`src/rtl/time_base_gen.sv`:
```
// time_base_gen
//   Upstream timing stage for the stopwatch counter. It divides the system
//   clock into one-cycle strobes for seconds, minutes and hours, and it holds
//   the run/stop state machine. The state machine is driven by a debounced
//   start/stop button, and a debounced clear button realigns the time base.
//
// Ports
//   clk        in   system clock, rising-edge active
//   reset      in   asynchronous, active-low reset
//   toggle_btn in   raw start/stop button, active-high, asynchronous to clk
//   clear_btn  in   raw clear button, active-high, asynchronous to clk
//   running    out  1 while the state machine is in RUN
//   clk_sec    out  one-cycle pulse per elapsed second of RUN time
//   clk_min    out  one-cycle pulse per 60 seconds (coincident with clk_sec)
//   clk_hours  out  one-cycle pulse per 60 minutes (coincident with clk_min)
module time_base_gen #(
  parameter int TICK_DIV        = 50000000,
  parameter int DEBOUNCE_CYCLES = 1000000
) (
  input  logic clk,
  input  logic reset,
  input  logic toggle_btn,
  input  logic clear_btn,
  output logic running,
  output logic clk_sec,
  output logic clk_min,
  output logic clk_hours
);

  localparam int PW = (TICK_DIV > 1) ? $clog2(TICK_DIV) : 1;
  localparam int DW = $clog2(DEBOUNCE_CYCLES + 1);
  localparam logic [PW-1:0] PRESC_LAST = PW'(TICK_DIV - 1);
  localparam logic [DW-1:0] DB_LAST    = DW'(DEBOUNCE_CYCLES - 1);

  typedef enum logic {ST_STOP = 1'b0, ST_RUN = 1'b1} state_t;

  // Bit 0 = toggle button, bit 1 = clear button.
  logic [1:0]    w_btn;
  logic [1:0]    r_sync1;
  logic [1:0]    r_sync2;
  logic [1:0]    r_db;
  logic [1:0]    r_db_d;
  logic [DW-1:0] r_db_cnt [2];
  logic [1:0]    w_rise;
  logic          w_toggle_rise;
  logic          w_clear_rise;

  state_t        r_state;
  logic [PW-1:0] r_presc;
  logic [5:0]    r_sec_cnt;
  logic [5:0]    r_min_cnt;
  logic          r_clk_sec;
  logic          r_clk_min;
  logic          r_clk_hours;
  logic          w_sec_evt;

  assign w_btn         = {clear_btn, toggle_btn};
  assign w_rise        = r_db & ~r_db_d;
  assign w_toggle_rise = w_rise[0];
  assign w_clear_rise  = w_rise[1];

  // Input conditioning: 2-FF synchronizer, debounce counter, rise detector
  always_ff @(posedge clk or negedge reset) begin
    if (!reset) begin
      r_sync1 <= '0;
      r_sync2 <= '0;
      r_db    <= '0;
      r_db_d  <= '0;
      for (int i = 0; i < 2; i++) begin
        r_db_cnt[i] <= '0;
      end
    end else begin
      r_sync1 <= w_btn;
      r_sync2 <= r_sync1;
      r_db_d  <= r_db;
      for (int i = 0; i < 2; i++) begin
        if (r_sync2[i] == r_db[i]) begin
          r_db_cnt[i] <= '0;
        end else if (r_db_cnt[i] == DB_LAST) begin
          // This is the DEBOUNCE_CYCLES-th consecutive differing sample.
          r_db[i]     <= r_sync2[i];
          r_db_cnt[i] <= '0;
        end else begin
          r_db_cnt[i] <= r_db_cnt[i] + DW'(1);
        end
      end
    end
  end

  // The second-event uses the state before this edge's transition, so the
  // cycle that leaves RUN can still produce a strobe.
  assign w_sec_evt = (r_state == ST_RUN) && (r_presc == PRESC_LAST);

  // Run/stop state machine, prescaler and registered strobes
  always_ff @(posedge clk or negedge reset) begin
    if (!reset) begin
      r_state     <= ST_STOP;
      r_presc     <= '0;
      r_sec_cnt   <= '0;
      r_min_cnt   <= '0;
      r_clk_sec   <= 1'b0;
      r_clk_min   <= 1'b0;
      r_clk_hours <= 1'b0;
    end else begin
      r_clk_sec   <= 1'b0;
      r_clk_min   <= 1'b0;
      r_clk_hours <= 1'b0;
      if (w_clear_rise) begin
        // Clear has priority over toggle and suppresses this cycle's strobe.
        r_state   <= ST_STOP;
        r_presc   <= '0;
        r_sec_cnt <= '0;
        r_min_cnt <= '0;
      end else begin
        if (w_toggle_rise) begin
          r_state <= (r_state == ST_RUN) ? ST_STOP : ST_RUN;
        end
        // In STOP the prescaler holds, so a pause keeps the partial second.
        if (r_state == ST_RUN) begin
          if (w_sec_evt) begin
            r_presc   <= '0;
            r_clk_sec <= 1'b1;
            if (r_sec_cnt == 6'd59) begin
              r_sec_cnt <= '0;
              r_clk_min <= 1'b1;
              if (r_min_cnt == 6'd59) begin
                r_min_cnt   <= '0;
                r_clk_hours <= 1'b1;
              end else begin
                r_min_cnt <= r_min_cnt + 6'd1;
              end
            end else begin
              r_sec_cnt <= r_sec_cnt + 6'd1;
            end
          end else begin
            r_presc <= r_presc + PW'(1);
          end
        end
      end
    end
  end

  assign running   = (r_state == ST_RUN);
  assign clk_sec   = r_clk_sec;
  assign clk_min   = r_clk_min;
  assign clk_hours = r_clk_hours;

endmodule

```
`config.mk`:
```
export PLATFORM = sky130hd
export DESIGN_NAME = time_base_gen
export DESIGN_NICKNAME = d
export VERILOG_FILES = /design/src/rtl/time_base_gen.sv
export SDC_FILE = /design/constraint.sdc
export NUM_CORES = 1
export LEC_CHECK = 0
export BUFFER_PORTS_ARGS = -buffer_cell sky130_fd_sc_hd__buf_2
export CORE_UTILIZATION = 50
export DETAILED_ROUTE_END_ITERATION = 12
export PLACE_DENSITY = 0.66
export SKIP_CTS_REPAIR_TIMING = 1
export SYNTH_ARGS = -nofsm -noshare
export SYNTH_HDL_FRONTEND = slang
export SYNTH_SLANG_ARGS = --single-unit
```
`constraint.sdc`:
```
create_clock -name clk -period 5.14 [get_ports clk]
set_input_delay 0.514 -clock clk [delete_from_list [all_inputs] [get_ports clk]]
set_output_delay 0.514 -clock clk [all_outputs]
set_load 0.02 [all_outputs]
```
==> impl_metrics.env, run 1 <==
export IMPL_placed_area_mm2=0.00476
export IMPL_r2r_start="running"
export IMPL_dp_cells=581
export IMPL_drt_iter0_drc=188
export IMPL_post_synth_top_area_fraction_pct=48.3
export IMPL_startpoint="running"
export IMPL_diodes=0
export IMPL_max_vdd_ir_drop_uv=180
export IMPL_maxCapViolCount=0
export IMPL_gp_congestion=0.831
export IMPL_syn_nets=496
export IMPL_power_leakage_nw=1.96
export IMPL_synth_cell_types=52
export IMPL_grt_pass1_wl_um=16100
export IMPL_tns_ps=0
export IMPL_core_area_mm2=0.00889
export IMPL_grt_pass1_vias=3460
export IMPL_endpoint="r_presc[22]"
export IMPL_synthesis_area_mm2=0.00466
export IMPL_yosys_area_top_type="dfrtp_1"
export IMPL_die_w_um=98.6
export IMPL_fin_cells=597
export IMPL_skew_ps=13.5
export IMPL_r2r_end="r_presc[22]"
export IMPL_cts_tree="yes"
export IMPL_root_buffer="clkbuf_8"
export IMPL_synth_edf_count=0
export IMPL_row_count=34
export IMPL_cp_required_ps=5360
export IMPL_min_period_over_period_pct=49.0
export IMPL_n_fill_cell=789
export IMPL_grt_max_degree=62
export IMPL_critical_path_endpoint_type="flip-flop"
export IMPL_clock_path_buffers=2
export IMPL_relSlewSlack_pct=49.3
export IMPL_cts_sinks=90
export IMPL_slowest_delay_ps=780
export IMPL_design_area_mm2=0.00494
export IMPL_syn_to_final_growth_pct=5.90
export IMPL_power_per_cell_area_mw_per_mm2=239
export IMPL_vias=3662
export IMPL_wl_per_cell_um=15.3
export IMPL_route_detailed_drc=0
export IMPL_criticalPathCategory="reg -> reg"
export IMPL_cp_start_kind="flip-flop"
export IMPL_p_total_mw=1.18
export IMPL_ctsHtreeMaxLevel=3
export IMPL_synthFlopType="dfrtp_1"
export IMPL_slowest_stage="dfrtp_1"
export IMPL_globalRoute_totalOverflow=0
export IMPL_initial_core_util_pct=52.4
export IMPL_worstPathCellList="nor4bb_1 > nand4_1 > o21ai_1 > buf_4 > o21ai_0"
export IMPL_final_layout_size_suffix_gt1_share_pct=8.38
export IMPL_antenna_found_initial=0
export IMPL_critPathArrivalTime_ps=2750
export IMPL_clock_fmax_mhz=397
export IMPL_synth_cells=487
export IMPL_status="finished, final reports clean"
export IMPL_rsz0062_at_grt="no"
export IMPL_place_ws_ps=2640
export IMPL_finalMaxSlewViolations=0
export IMPL_hold_path_class="in -> async"
export IMPL_clk_pin_slew_ps=90
export IMPL_fin_crit_ps=2520
export IMPL_yosys_warnings=0
export IMPL_hold_slack_ps=80.8
export IMPL_r2r_cells=5
export IMPL_drtPass1Iterations=6
export IMPL_async_reset_ff_share_pct=100
export IMPL_cts_buffers=9
export IMPL_postSynthAreaPerCell_um2=9.57
export IMPL_reg2reg_slack_ps=2620
export IMPL_die_area_mm2=0.00971
export IMPL_synth_area_leaders="dfrtp_1 (48%), nor2_1 (3.9%), xnor2_1 (3.8%), xor2_1 (3.2%), nand3_1 (3.1%)"
export IMPL_clkLatencyLatePin_ps=350
export IMPL_nets=493
export IMPL_ys_seq_elements=90
export IMPL_ios=8
export IMPL_worstPathMaxFanout=22
export IMPL_tightest_slew_ps=761
export IMPL_setup_viol=0
export IMPL_worst_slack_ps=2620
export IMPL_yosysSeqAreaShare_pct=48.3
export IMPL_die_h_um=98.6
export IMPL_viasPerCell=6.13
export IMPL_port_buffers=7
export IMPL_hold_viol=0
export IMPL_dp_hpwl_um=6050
export IMPL_ant_nets=0
export IMPL_wirelength_um=9140
export IMPL_track_usage_pct=20.3
export IMPL_final_util_pct=55.5
[layer usage]
metal | track usage [%] | routed length, µm
met4 | 7.81 | 166
met5 | 0 | 0
met3 | 3.05 | 317
met2 | 32.4 | 4260
met1 | 28.1 | 4400
[cell families (layout without fill, tap and decap cells)]
group | Yosys count | in the layout | synth area share (%)
compound gates | 85 | 85 | 12.3
xor+xnor | 37 | 37 | 6.95
fa+ha+maj | 5 | 5 | 1.34
buf+inv | 41 | 43 | 3.54
flops | 90 | 90 | 48.3
mux | 4 | 4 | 0.912
simple gates | 225 | 225 | 26.7
[worst min path at each step]
stage,cells past startpoint,endpoint,slack [ps],start
CTS,1,r_presc[15],90,reset
floorplan,0,clk_hours,220,reset
global placement,0,r_sync2[1],340,r_sync1[1]
global route,1,r_presc[15],100,reset
detailed placement,0,r_sync2[1],340,r_sync1[1]
finish,1,r_presc[15],80,reset
[synth_stat cells (2+ instances only)]
| master | instances |
|---|---|
| and2_1 | 4 |
| or3_1 | 15 |
| o2111ai_1 | 4 |
| mux2_2 | 2 |
| a21oi_1 | 23 |
| xnor2_1 | 20 |
| nand4_1 | 21 |
| nor4_1 | 9 |
| nor2b_1 | 3 |
| o21ai_0 | 19 |
| or4b_2 | 4 |
| a311oi_1 | 3 |
| dfrtp_1 | 90 |
| and4_1 | 8 |
| ha_1 | 5 |
| o31a_1 | 2 |
| mux2i_1 | 2 |
| nand3_1 | 29 |
| nor2_1 | 48 |
| xor2_1 | 17 |
| nor3_1 | 15 |
| a41oi_1 | 2 |
| o221a_2 | 2 |
| inv_1 | 16 |
| or4_1 | 15 |
| nor4b_1 | 4 |
| nand2_1 | 33 |
| o211ai_1 | 5 |
| buf_2 | 6 |
| and3_1 | 8 |
| o31ai_1 | 16 |
| clkbuf_1 | 17 |
[where the power goes]
group / internal, mW / switching [mW] / total [mW] / leakage (nW)
Sequential: 0.713 / 0.00568 / 0.718 / 1.24
Clock: 0.189 / 0.245 / 0.434 / 0.0786
Combinational: 0.00671 / 0.0223 / 0.0290 / 0.636
[cell usage in the layout (no fill, tap or decap), drive strengths merged, types with 3 or more instances in the layout]
cell,n
nor4b,4
and3,9
clkbuf,12
a21oi,24
and2,4
or4,16
nor2,48
o2111ai,4
or3,15
and4,8
or4b,4
nor2b,3
a311oi,3
ha,5
nor4,9
o21ai,19
xnor2,20
buf,11
xor2,17
dfrtp,90
clkinvlp,3
nand3,30
inv,16
o31ai,17
o211ai,5
nand4,21
nand2,33
nor3,15
[worst max-delay path, delay by kind of cell (launching register included)]
family / cells / cell delay (ps)
and+or+nand+nor: 2 / 940
buffers and inverters: 1 / 280
AOI/OAI and AO/OA: 2 / 400
DFF: 1 / 780
[area by class of cell]
class,count,area (µm²),area share (%)
repair buffers,11,67.6,1.37
inverters,16,60.1,1.22
multi-input cells,356,2250,45.6
well taps,108,135,2.74
clock buffers,12,145,2.94
clock inverters,4,27.5,0.558
flip-flops and latches,90,2250,45.6
[registers in the layout, summed over array words and instances, names as in the netlist, 2 cells and up]
signal and flops:
r_db 2, r_presc 26, r_sync1 2, r_sec_cnt 6
r_db_cnt 40, r_db_d 2, r_min_cnt 6, r_sync2 2
Note: power is estimated with default switching activity, not from simulation.
==> inputs of run 2 (changes only) <==
clock period = 2.55 ns   (was 5.14 ns; I/O delays follow)
==> impl_metrics.env, run 2 (synthesized netlist as in run 1, its figures left out) <==
export IMPL_status="finished, final reports clean"
export IMPL_vias=3659
export IMPL_drtPass1Iterations=4
export IMPL_maxCapViolCount=0
export IMPL_cp_required_ps=2840
export IMPL_track_usage_pct=20.7
export IMPL_clkLatencyLatePin_ps=360
export IMPL_largest_register_ffs=40
export IMPL_clock_path_buffers=2
export IMPL_tightest_slew_ps=513
export IMPL_finalMaxSlewViolations=0
export IMPL_setup_viol=0
export IMPL_cts_sinks=90
export IMPL_core_area_mm2=0.00889
export IMPL_criticalPathCategory="reg -> reg"
export IMPL_port_buffers=7
export IMPL_critical_path_endpoint_type="flip-flop"
export IMPL_grt_pass1_wl_um=16300
export IMPL_wirelength_um=9260
export IMPL_antenna_found_initial=0
export IMPL_max_vdd_ir_drop_uv=307
export IMPL_route_detailed_drc=0
export IMPL_root_buffer="clkbuf_8"
export IMPL_diodes=0
export IMPL_grt_pass1_vias=3568
export IMPL_nets=503
export IMPL_final_util_pct=57.0
export IMPL_ios=8
export IMPL_largestRegisters="r_db_cnt: 40 flops, r_presc: 26 flops"
export IMPL_relSlewSlack_pct=65.7
export IMPL_wl_per_cell_um=15.2
export IMPL_fin_crit_ps=2140
export IMPL_tns_ps=0
export IMPL_ant_nets=0
export IMPL_skew_ps=10.7
export IMPL_clk_pin_slew_ps=90
export IMPL_die_w_um=98.6
export IMPL_viasPerCell=6.03
export IMPL_syn_to_final_growth_pct=8.64
export IMPL_final_common_cell="dfrtp_1"
export IMPL_top_register="r_db_cnt"
export IMPL_dp_hpwl_um=6260
export IMPL_initial_core_util_pct=52.4
export IMPL_globalRoute_totalOverflow=0
export IMPL_mostFrequentLayoutCells="dfrtp_1 (90), nor2_1 (48), nand2_1 (33), nand3_1 (29), a21oi_1 (23)"
export IMPL_power_leakage_nw=2.03
export IMPL_rsz0062_at_grt="no"
export IMPL_die_h_um=98.6
export IMPL_ctsHtreeMaxLevel=3
export IMPL_cts_tree="yes"
export IMPL_hold_path_class="reg -> reg"
export IMPL_hold_viol=0
export IMPL_grt_max_degree=53
export IMPL_drt_iter0_drc=134
export IMPL_row_count=34
export IMPL_cp_start_kind="flip-flop"
export IMPL_die_area_mm2=0.00971
export IMPL_power_per_cell_area_mw_per_mm2=498
export IMPL_final_layout_size_suffix_gt1_share_pct=9.82
export IMPL_cts_buffers=9
export IMPL_gp_congestion=0.829
export IMPL_clock_fmax_mhz=468
export IMPL_worstPathMaxFanout=7
export IMPL_min_period_over_period_pct=83.8
export IMPL_critPathArrivalTime_ps=2430
## run 2: cell types whose count changed in the layout (fill, tap and decap cells not counted), sizes merged
| cell | before | now |
|---|---|---|
| dlygate4sd3 | 0 | 3 |
| buf | 11 | 18 |
| bufinv | 0 | 1 |
| clkinvlp | 3 | 2 |
## run 2: worst paths after layout
path | from | to | slack, ps | cells past startpoint
worst max-delay path | r_db_cnt[20] | r_db_cnt[38] | 410 | 5
worst min-delay path | r_sync1[1] | r_sync2[1] | 360 | 0
worst max register to register | r_db_cnt[20] | r_db_cnt[38] | 410 | 5
worst min register to register | r_sync1[1] | r_sync2[1] | 360 | 0
max in group asynchronous | reset | r_db_cnt[27] | 1480 | 3
min in group asynchronous | reset | r_presc[13] | 400 | 2
## run 2: routing by layer
layer  track usage [%]  routed length [µm]  vias up
met1              27.9                4550     1777
met2              33.5                4200       61
met3              3.05                 284       17
met5                 0                   0        -
li1                  -                   -     1804
met4              9.18                 213        0
## run 2: where the power goes
group | switching, mW | total [mW] | internal, mW | leakage [nW]
Combinational | 0.0466 | 0.0664 | 0.0198 | 0.687
Sequential | 0.0118 | 1.45 | 1.44 | 1.24
Clock | 0.503 | 1.01 | 0.506 | 0.0986
Total | 0.562 | 2.52 | 1.96 | 2.03
## run 2: layout make-up
class / count / area (µm²)
Fill cell: 782 / 3830
Sequential cell: 90 / 2250
Multi-Input combinational cell: 356 / 2250
Timing Repair Buffer: 21 / 163
Clock buffer: 12 / 155
Tap cell: 108 / 135
Inverter: 16 / 60.1
Clock inverter: 4 / 50.0
## run 2: per-stage QoR
step	total power [mW]	cell area [µm²]	std cells	hold WS, ps	worst slack, ps
finish	2.52	5060	607	356	413
detailed placement	1.54	4830	588	267	433
floorplan	1.50	4660	487	-40.6	554
global route	2.61	5060	607	365	273
global placement	1.54	4830	588	260	469
CTS	2.55	5030	604	-131	424
## run 2: worst max-delay path: stages, from the launching register on
cell and delay, ps:
dfrtp_1 410, ha_1 250, nand2_1 110, or4_1 640, or4_4 530, a21oi_2 140
